===== src/rtl/bb8_pkg.sv =====
// Shared types and helpers for the BB8 BLE command link.
package bb8_pkg;

   localparam logic [7:0]  BLE_SYNC = 8'hA5;
   localparam int unsigned GAIN_W   = 9;

   typedef enum logic [7:0] {
      CMD_PITCH_KP   = 8'h01,
      CMD_PITCH_KI   = 8'h02,
      CMD_PITCH_KD   = 8'h03,
      CMD_YAW_KP     = 8'h04,
      CMD_YAW_KI     = 8'h05,
      CMD_YAW_KD     = 8'h06,
      CMD_SET_PITCH  = 8'h07,
      CMD_SET_YAW    = 8'h08,
      CMD_INIT_FLAGS = 8'h09,
      CMD_INIT_MPU   = 8'h0A
   } ble_cmd_e;

   typedef enum logic [2:0] {
      ST_HUNT,
      ST_ID,
      ST_HI,
      ST_LO,
      ST_CHK
   } parser_state_e;

   typedef struct packed {
      logic [7:0] id;
      logic [7:0] hi;
      logic [7:0] lo;
   } ble_frame_t;

   // Clamp a signed 16-bit payload into the 9-bit register range.
   function automatic logic signed [GAIN_W-1:0] sat_s16_to_s9(input logic signed [15:0] v);
      if (v > 16'sd255)
         return $signed(9'h0FF);
      else if (v < -16'sd256)
         return $signed(9'h100);
      else
         return v[GAIN_W-1:0];
   endfunction

endpackage


===== src/rtl/ble_cmd_parser.sv =====
// Decodes 5-byte BLE command frames into PID gain / setpoint registers,
// with a per-byte gap timeout and a link watchdog that zeroes setpoints.
module ble_cmd_parser
   import bb8_pkg::*;
#(
   parameter int unsigned BYTE_TIMEOUT = 100_000,
   parameter int unsigned LINK_TIMEOUT = 50_000_000
) (
   input  logic                     clock,
   input  logic                     reset_n,
   input  logic                     rx_valid,
   input  logic [7:0]               rx_data,
   output logic signed [GAIN_W-1:0] pitch_kP,
   output logic signed [GAIN_W-1:0] pitch_kI,
   output logic signed [GAIN_W-1:0] pitch_kD,
   output logic signed [GAIN_W-1:0] yaw_kP,
   output logic signed [GAIN_W-1:0] yaw_kI,
   output logic signed [GAIN_W-1:0] yaw_kD,
   output logic signed [GAIN_W-1:0] set_pitch,
   output logic signed [GAIN_W-1:0] set_yaw,
   output logic [7:0]               init_flags,
   output logic                     init_mpu,
   output logic                     cmd_valid,
   output logic                     chk_err,
   output logic [7:0]               err_count,
   output logic                     link_lost
);

   localparam int unsigned GAP_W  = $clog2(BYTE_TIMEOUT + 1);
   localparam int unsigned LINK_W = $clog2(LINK_TIMEOUT + 1);

   parser_state_e            state;
   parser_state_e            state_next;
   ble_frame_t               frame;
   logic [GAP_W-1:0]         gap_cnt;
   logic [LINK_W-1:0]        link_cnt;

   logic                     byte_timeout_c;
   logic                     frame_done_c;
   logic                     chk_ok_c;
   logic                     known_c;
   logic                     commit_c;
   logic                     err_inc_c;
   logic                     link_expire_c;
   logic signed [GAIN_W-1:0] payload_c;

   // State register
   always_ff @(posedge clock or negedge reset_n) begin
      if (!reset_n)
         state <= ST_HUNT;
      else
         state <= state_next;
   end

   // Next-state: advance on each byte, abandon the frame on a gap timeout
   always_comb begin
      state_next     = state;
      byte_timeout_c = 1'b0;
      frame_done_c   = 1'b0;
      case (state)
         ST_HUNT: if (rx_valid && rx_data == BLE_SYNC) state_next = ST_ID;
         ST_ID:   if (rx_valid && rx_data != BLE_SYNC) state_next = ST_HI;
         ST_HI:   if (rx_valid) state_next = ST_LO;
         ST_LO:   if (rx_valid) state_next = ST_CHK;
         ST_CHK: begin
            if (rx_valid) begin
               state_next   = ST_HUNT;
               frame_done_c = 1'b1;
            end
         end
         default: state_next = ST_HUNT;
      endcase
      if (state != ST_HUNT && !rx_valid && gap_cnt == GAP_W'(BYTE_TIMEOUT - 1)) begin
         byte_timeout_c = 1'b1;
         state_next     = ST_HUNT;
      end
   end

   // Frame evaluation on the CHK byte
   always_comb begin
      chk_ok_c      = (rx_data == (frame.id ^ frame.hi ^ frame.lo));
      known_c       = (frame.id inside {[8'h01:8'h0A]});
      payload_c     = sat_s16_to_s9({frame.hi, frame.lo});
      commit_c      = frame_done_c && chk_ok_c && known_c;
      err_inc_c     = byte_timeout_c || (frame_done_c && !(chk_ok_c && known_c));
      link_expire_c = !commit_c && (link_cnt == LINK_W'(LINK_TIMEOUT - 1));
   end

   // Byte capture
   always_ff @(posedge clock or negedge reset_n) begin
      if (!reset_n) begin
         frame <= '0;
      end else if (rx_valid) begin
         case (state)
            ST_ID:   if (rx_data != BLE_SYNC) frame.id <= rx_data;
            ST_HI:   frame.hi <= rx_data;
            ST_LO:   frame.lo <= rx_data;
            default: ;
         endcase
      end
   end

   // Inter-byte gap counter; only meaningful while inside a frame
   always_ff @(posedge clock or negedge reset_n) begin
      if (!reset_n)
         gap_cnt <= '0;
      else if (rx_valid || state == ST_HUNT || byte_timeout_c)
         gap_cnt <= '0;
      else
         gap_cnt <= gap_cnt + GAP_W'(1);
   end

   // Link watchdog; parks at LINK_TIMEOUT once expired
   always_ff @(posedge clock or negedge reset_n) begin
      if (!reset_n)
         link_cnt <= '0;
      else if (commit_c)
         link_cnt <= '0;
      else if (link_cnt != LINK_W'(LINK_TIMEOUT))
         link_cnt <= link_cnt + LINK_W'(1);
   end

   // Output register bank
   always_ff @(posedge clock or negedge reset_n) begin
      if (!reset_n) begin
         pitch_kP   <= '0;
         pitch_kI   <= '0;
         pitch_kD   <= '0;
         yaw_kP     <= '0;
         yaw_kI     <= '0;
         yaw_kD     <= '0;
         set_pitch  <= '0;
         set_yaw    <= '0;
         init_flags <= '0;
         init_mpu   <= 1'b0;
         cmd_valid  <= 1'b0;
         chk_err    <= 1'b0;
         err_count  <= '0;
         link_lost  <= 1'b1;
      end else begin
         init_mpu  <= 1'b0;
         cmd_valid <= 1'b0;
         chk_err   <= frame_done_c && !chk_ok_c;
         if (err_inc_c && err_count != 8'hFF)
            err_count <= err_count + 8'd1;
         if (commit_c) begin
            cmd_valid <= 1'b1;
            link_lost <= 1'b0;
            case (frame.id)
               CMD_PITCH_KP:   pitch_kP   <= payload_c;
               CMD_PITCH_KI:   pitch_kI   <= payload_c;
               CMD_PITCH_KD:   pitch_kD   <= payload_c;
               CMD_YAW_KP:     yaw_kP     <= payload_c;
               CMD_YAW_KI:     yaw_kI     <= payload_c;
               CMD_YAW_KD:     yaw_kD     <= payload_c;
               CMD_SET_PITCH:  set_pitch  <= payload_c;
               CMD_SET_YAW:    set_yaw    <= payload_c;
               CMD_INIT_FLAGS: init_flags <= frame.lo;
               CMD_INIT_MPU:   init_mpu   <= 1'b1;
               default: ;
            endcase
         end else if (link_expire_c) begin
            // Gains and flags survive a link loss; only motion targets are zeroed
            link_lost <= 1'b1;
            set_pitch <= '0;
            set_yaw   <= '0;
         end
      end
   end

endmodule


===== config.mk =====
export PLATFORM = sky130hd
export DESIGN_NAME = ble_cmd_parser
export DESIGN_NICKNAME = d
export VERILOG_FILES = /design/src/rtl/bb8_pkg.sv /design/src/rtl/ble_cmd_parser.sv
export SDC_FILE = /design/constraint.sdc
export NUM_CORES = 1
export LEC_CHECK = 0
export BUFFER_PORTS_ARGS = -buffer_cell sky130_fd_sc_hd__buf_2
export CAP_MARGIN = 20
export CORE_ASPECT_RATIO = 1.4
export CORE_MARGIN = 1.5
export CORE_UTILIZATION = 25
export DETAILED_ROUTE_END_ITERATION = 10
export PLACE_DENSITY = 0.51
export SLEW_MARGIN = 20
export SYNTH_ARGS = -nofsm -noshare
export SYNTH_HDL_FRONTEND = slang
export SYNTH_SLANG_ARGS = --single-unit
export TNS_END_PERCENT = 100

===== constraint.sdc =====
create_clock -name clock -period 4.6 [get_ports clock]
set_input_delay 0.92 -clock clock [delete_from_list [all_inputs] [get_ports clock]]
set_output_delay 0.92 -clock clock [all_outputs]
set_load 0.05 [all_outputs]

==> metrics.txt <==
slew of the pin with the lowest slew margin=1.03 ns; top cell type's share of synthesized area=56.5%; Power Density=493 mW/mm^2; Vias per Instance=4.54; FF+latch count, synth=162; CP Capture Type=flip-flop; Clock Pin Slew Worst Setup and Hold Paths=0.07 ns; H-Tree Depth=4; number of flops mapped to enable cells by yosys=0; P_int=2.81 mW; multiplexer share of the synthesized area=6.16%; Switching Share=34.5%; max_slew headroom=30.7%; TritonCTS Buffers=17; crit share post-route=63.0%; Die X=146 um; largest cells by area after synthesis=dfrtp_1 (56%), mux2_2 (5.7%), xnor2_1 (4.5%), o21ai_0 (4.0%), nand2_1 (3.7%); hold_buf cts=0; crit path kind=reg -> reg; antenna violations before repair=1; Max IR drop VDD=0.275 mV; Gate Count Post-Synth=646; die area=0.0296 mm^2; Fmax=345 MHz; Clock Sinks=162; Netlist Area Pre-Place=0.00713 mm^2; Starting DRT DRC Count=204; DR vias=5164; Pwr Total=4.30 mW; post-cts resize count=0; vias in the first global route=5014; M3 GR Usage=2.52%; CP Data Required Time=4.94 ns; CTS tree=built; Yosys top cell by area=dfrtp_1; Critical Path Source Type=flip-flop; Post-Synth Adder-Cell Area=0.702%; most common cell after layout, fill and taps aside=dfrtp_1; unrepaired setup endpoints after global routing=no; post-DR wirelength/cell=15.8 um; dpl hpwl=12.7 mm; Compound-Gate Fraction of Synth Area=9.04%; FP Rows=73; simple-gate share of the synthesized area=17.2%; Synth Area in XOR/XNOR=7.98%; Largest stage delay, worst path=0.64 ns; min cycle time layout=2.90 ns; share of layout cells above drive strength 1=24.4%; port bufs=102; syn nets=661; commonest cells after routing, fill and taps aside=dfrtp_1 (161), buf_2 (101), nand2_1 (71); Root Buffer=clkbuf_16; Post-synth top flop=dfrtp_1; min-delay worst type=in -> async; gpl congestion=0.744; die height=203 um; ant diodes=0; sequential element share of the synthesized area=56.9%; largest registers=link_cnt (26), frame (24), gap_cnt (17); worst skew pair latency=0.43 ns; Top Family by Delay on Critical Path=simple AND/OR/NAND/NOR gates; Post-CTS Setup Inserts=0; Yosys Warn Count=0; critical-path cell list=or4_1, a221o_1, nor4_4, nand4_1, o21ai_0; DRT Pass-1 Iters=5; I/O pin cnt=103; Final Hold Viols=0; final setup fails=0; largest family of logic cells by synthesized area=simple AND/OR/NAND/NOR gates; Post-Route WL=18.0 mm; Fin Clk Skew=0.0181 ns; area grow syn2layout=22.0%; slowest stage cell, crit path=nor4_4; Psw=1.48 mW; Antenna Nets Post-Route=0; Top reg by flops=link_cnt; part of the power in the clock network=35.1%; All-Layer GR Usage=12.6%; post-synthesis async set-or-reset flop share=100%; initial cell density of the core=25.3%; met1 GRT Util=17.0%; Crit Path Max Fanout=15; synth unique cells=51; max reg flops=26; Arrival @ worst endpoint=3.24 ns; busiest grt layer=met2; sequential share of power=42.3%; status=finished, final reports clean; Final Net Count=765; core box area=0.0282 mm^2; Post-route DRC=0; combinational power share=22.6%; Final Max Tran Viols=0; routing usage on met2=20.3%; max cap viols=0; first-pass GRT wire length=29.0 mm; static leakage=4.10 nW; setup tns final=0 ns; clk buf depth=2; Worst Path Buf+Inv=0; total gr overflow=0; largest net degree at the start of global routing=105; Syn Area/Cell=11.0 um^2
## routing by layer
| layer | vias to the layer above | wire length, um |
|---|---|---|
| li1 | 2490 | - |
| met1 | 2561 | 8340 |
| met2 | 96 | 8820 |
| met3 | 17 | 564 |
| met4 | 0 | 252 |
| met5 | - | 0 |
## cells by family after synthesis
kind of cell / Yosys count
multiplexers: 39
adder cells (fa/ha/maj): 4
AO/OA/AOI/OAI: 105
AND/OR/NAND/NOR: 234
flip-flops: 162
buffers and inverters: 37
XOR/XNOR: 65
## path summary, 6_finish.rpt
kind / from / end / slack [ns] / depth (start not counted)
max: frame[20] / yaw_kI[5] / 1.70 / 5
min: reset_n / pitch_kD[6] / 0.45 / 1
max reg2reg: frame[20] / yaw_kI[5] / 1.70 / 5
min reg2reg: pitch_kI[0] / pitch_kI[0] / 0.48 / 2
max in group asynchronous: reset_n / link_cnt[5] / 3.17 / 2
min in group clock: pitch_kI[0] / pitch_kI[0] / 0.48 / 2
## worst register-to-register path: cells and delay by family (launching register included)
| kind | cells | cell delay [ns] |
|---|---|---|
| AND/OR/NAND/NOR | 3 | 1.73 |
| AO/OA/AOI/OAI | 2 | 0.69 |
| flip-flops | 1 | 0.40 |
## power groups by stage
stage / sequential [mW] / clock, mW / combinational, mW
6_report: 1.82 / 1.51 / 0.970
5_1_grt: 1.85 / 1.61 / 1.06
4_1_cts: 1.82 / 1.55 / 0.991
3_5_place_dp: 1.85 / 0 / 0.988
3_3_place_gp: 1.85 / 0 / 0.988
2_1_floorplan: 1.73 / 0 / 0.732
## Yosys cell counts, drive strengths merged, types with 8 or more instances
cell,count
and3,12
dfrtp,161
mux2,36
nor3,12
inv,15
a22o,9
a2bb2o,9
nand2,71
xor2,28
a21oi,9
xnor2,37
o21ai,66
nor2,48
nand4,22
nand3,21
nor4,8
clkbuf,16
## layout make-up
class | instances | area, um^2
timing repair buffer | 107 | 567
fill | 2911 | 19500
tap | 375 | 469
clock inverter | 15 | 193
clock buffer | 17 | 425
sequential | 162 | 4060
inverter | 15 | 56.3
multi-input combinational | 447 | 2940
## stage by stage
stage / hold slack, ns / cell area (um^2) / worst slack [ns] / std cells / utilization [%]
after floorplan: 0.455 / 7130 / 1.95 / 646 / -
after global placement: 0.460 / 8090 / 1.33 / 1106 / 28.6
after detailed placement: 0.466 / 8090 / 1.34 / 1106 / 28.6
after CTS: 0.479 / 8700 / 1.68 / 1138 / 30.8
after global routing: 0.485 / 8700 / 1.49 / 1138 / 30.8
final: 0.453 / 8700 / 1.70 / 1138 / 30.8
No activity file was read; power rests on OpenSTA's default activity.
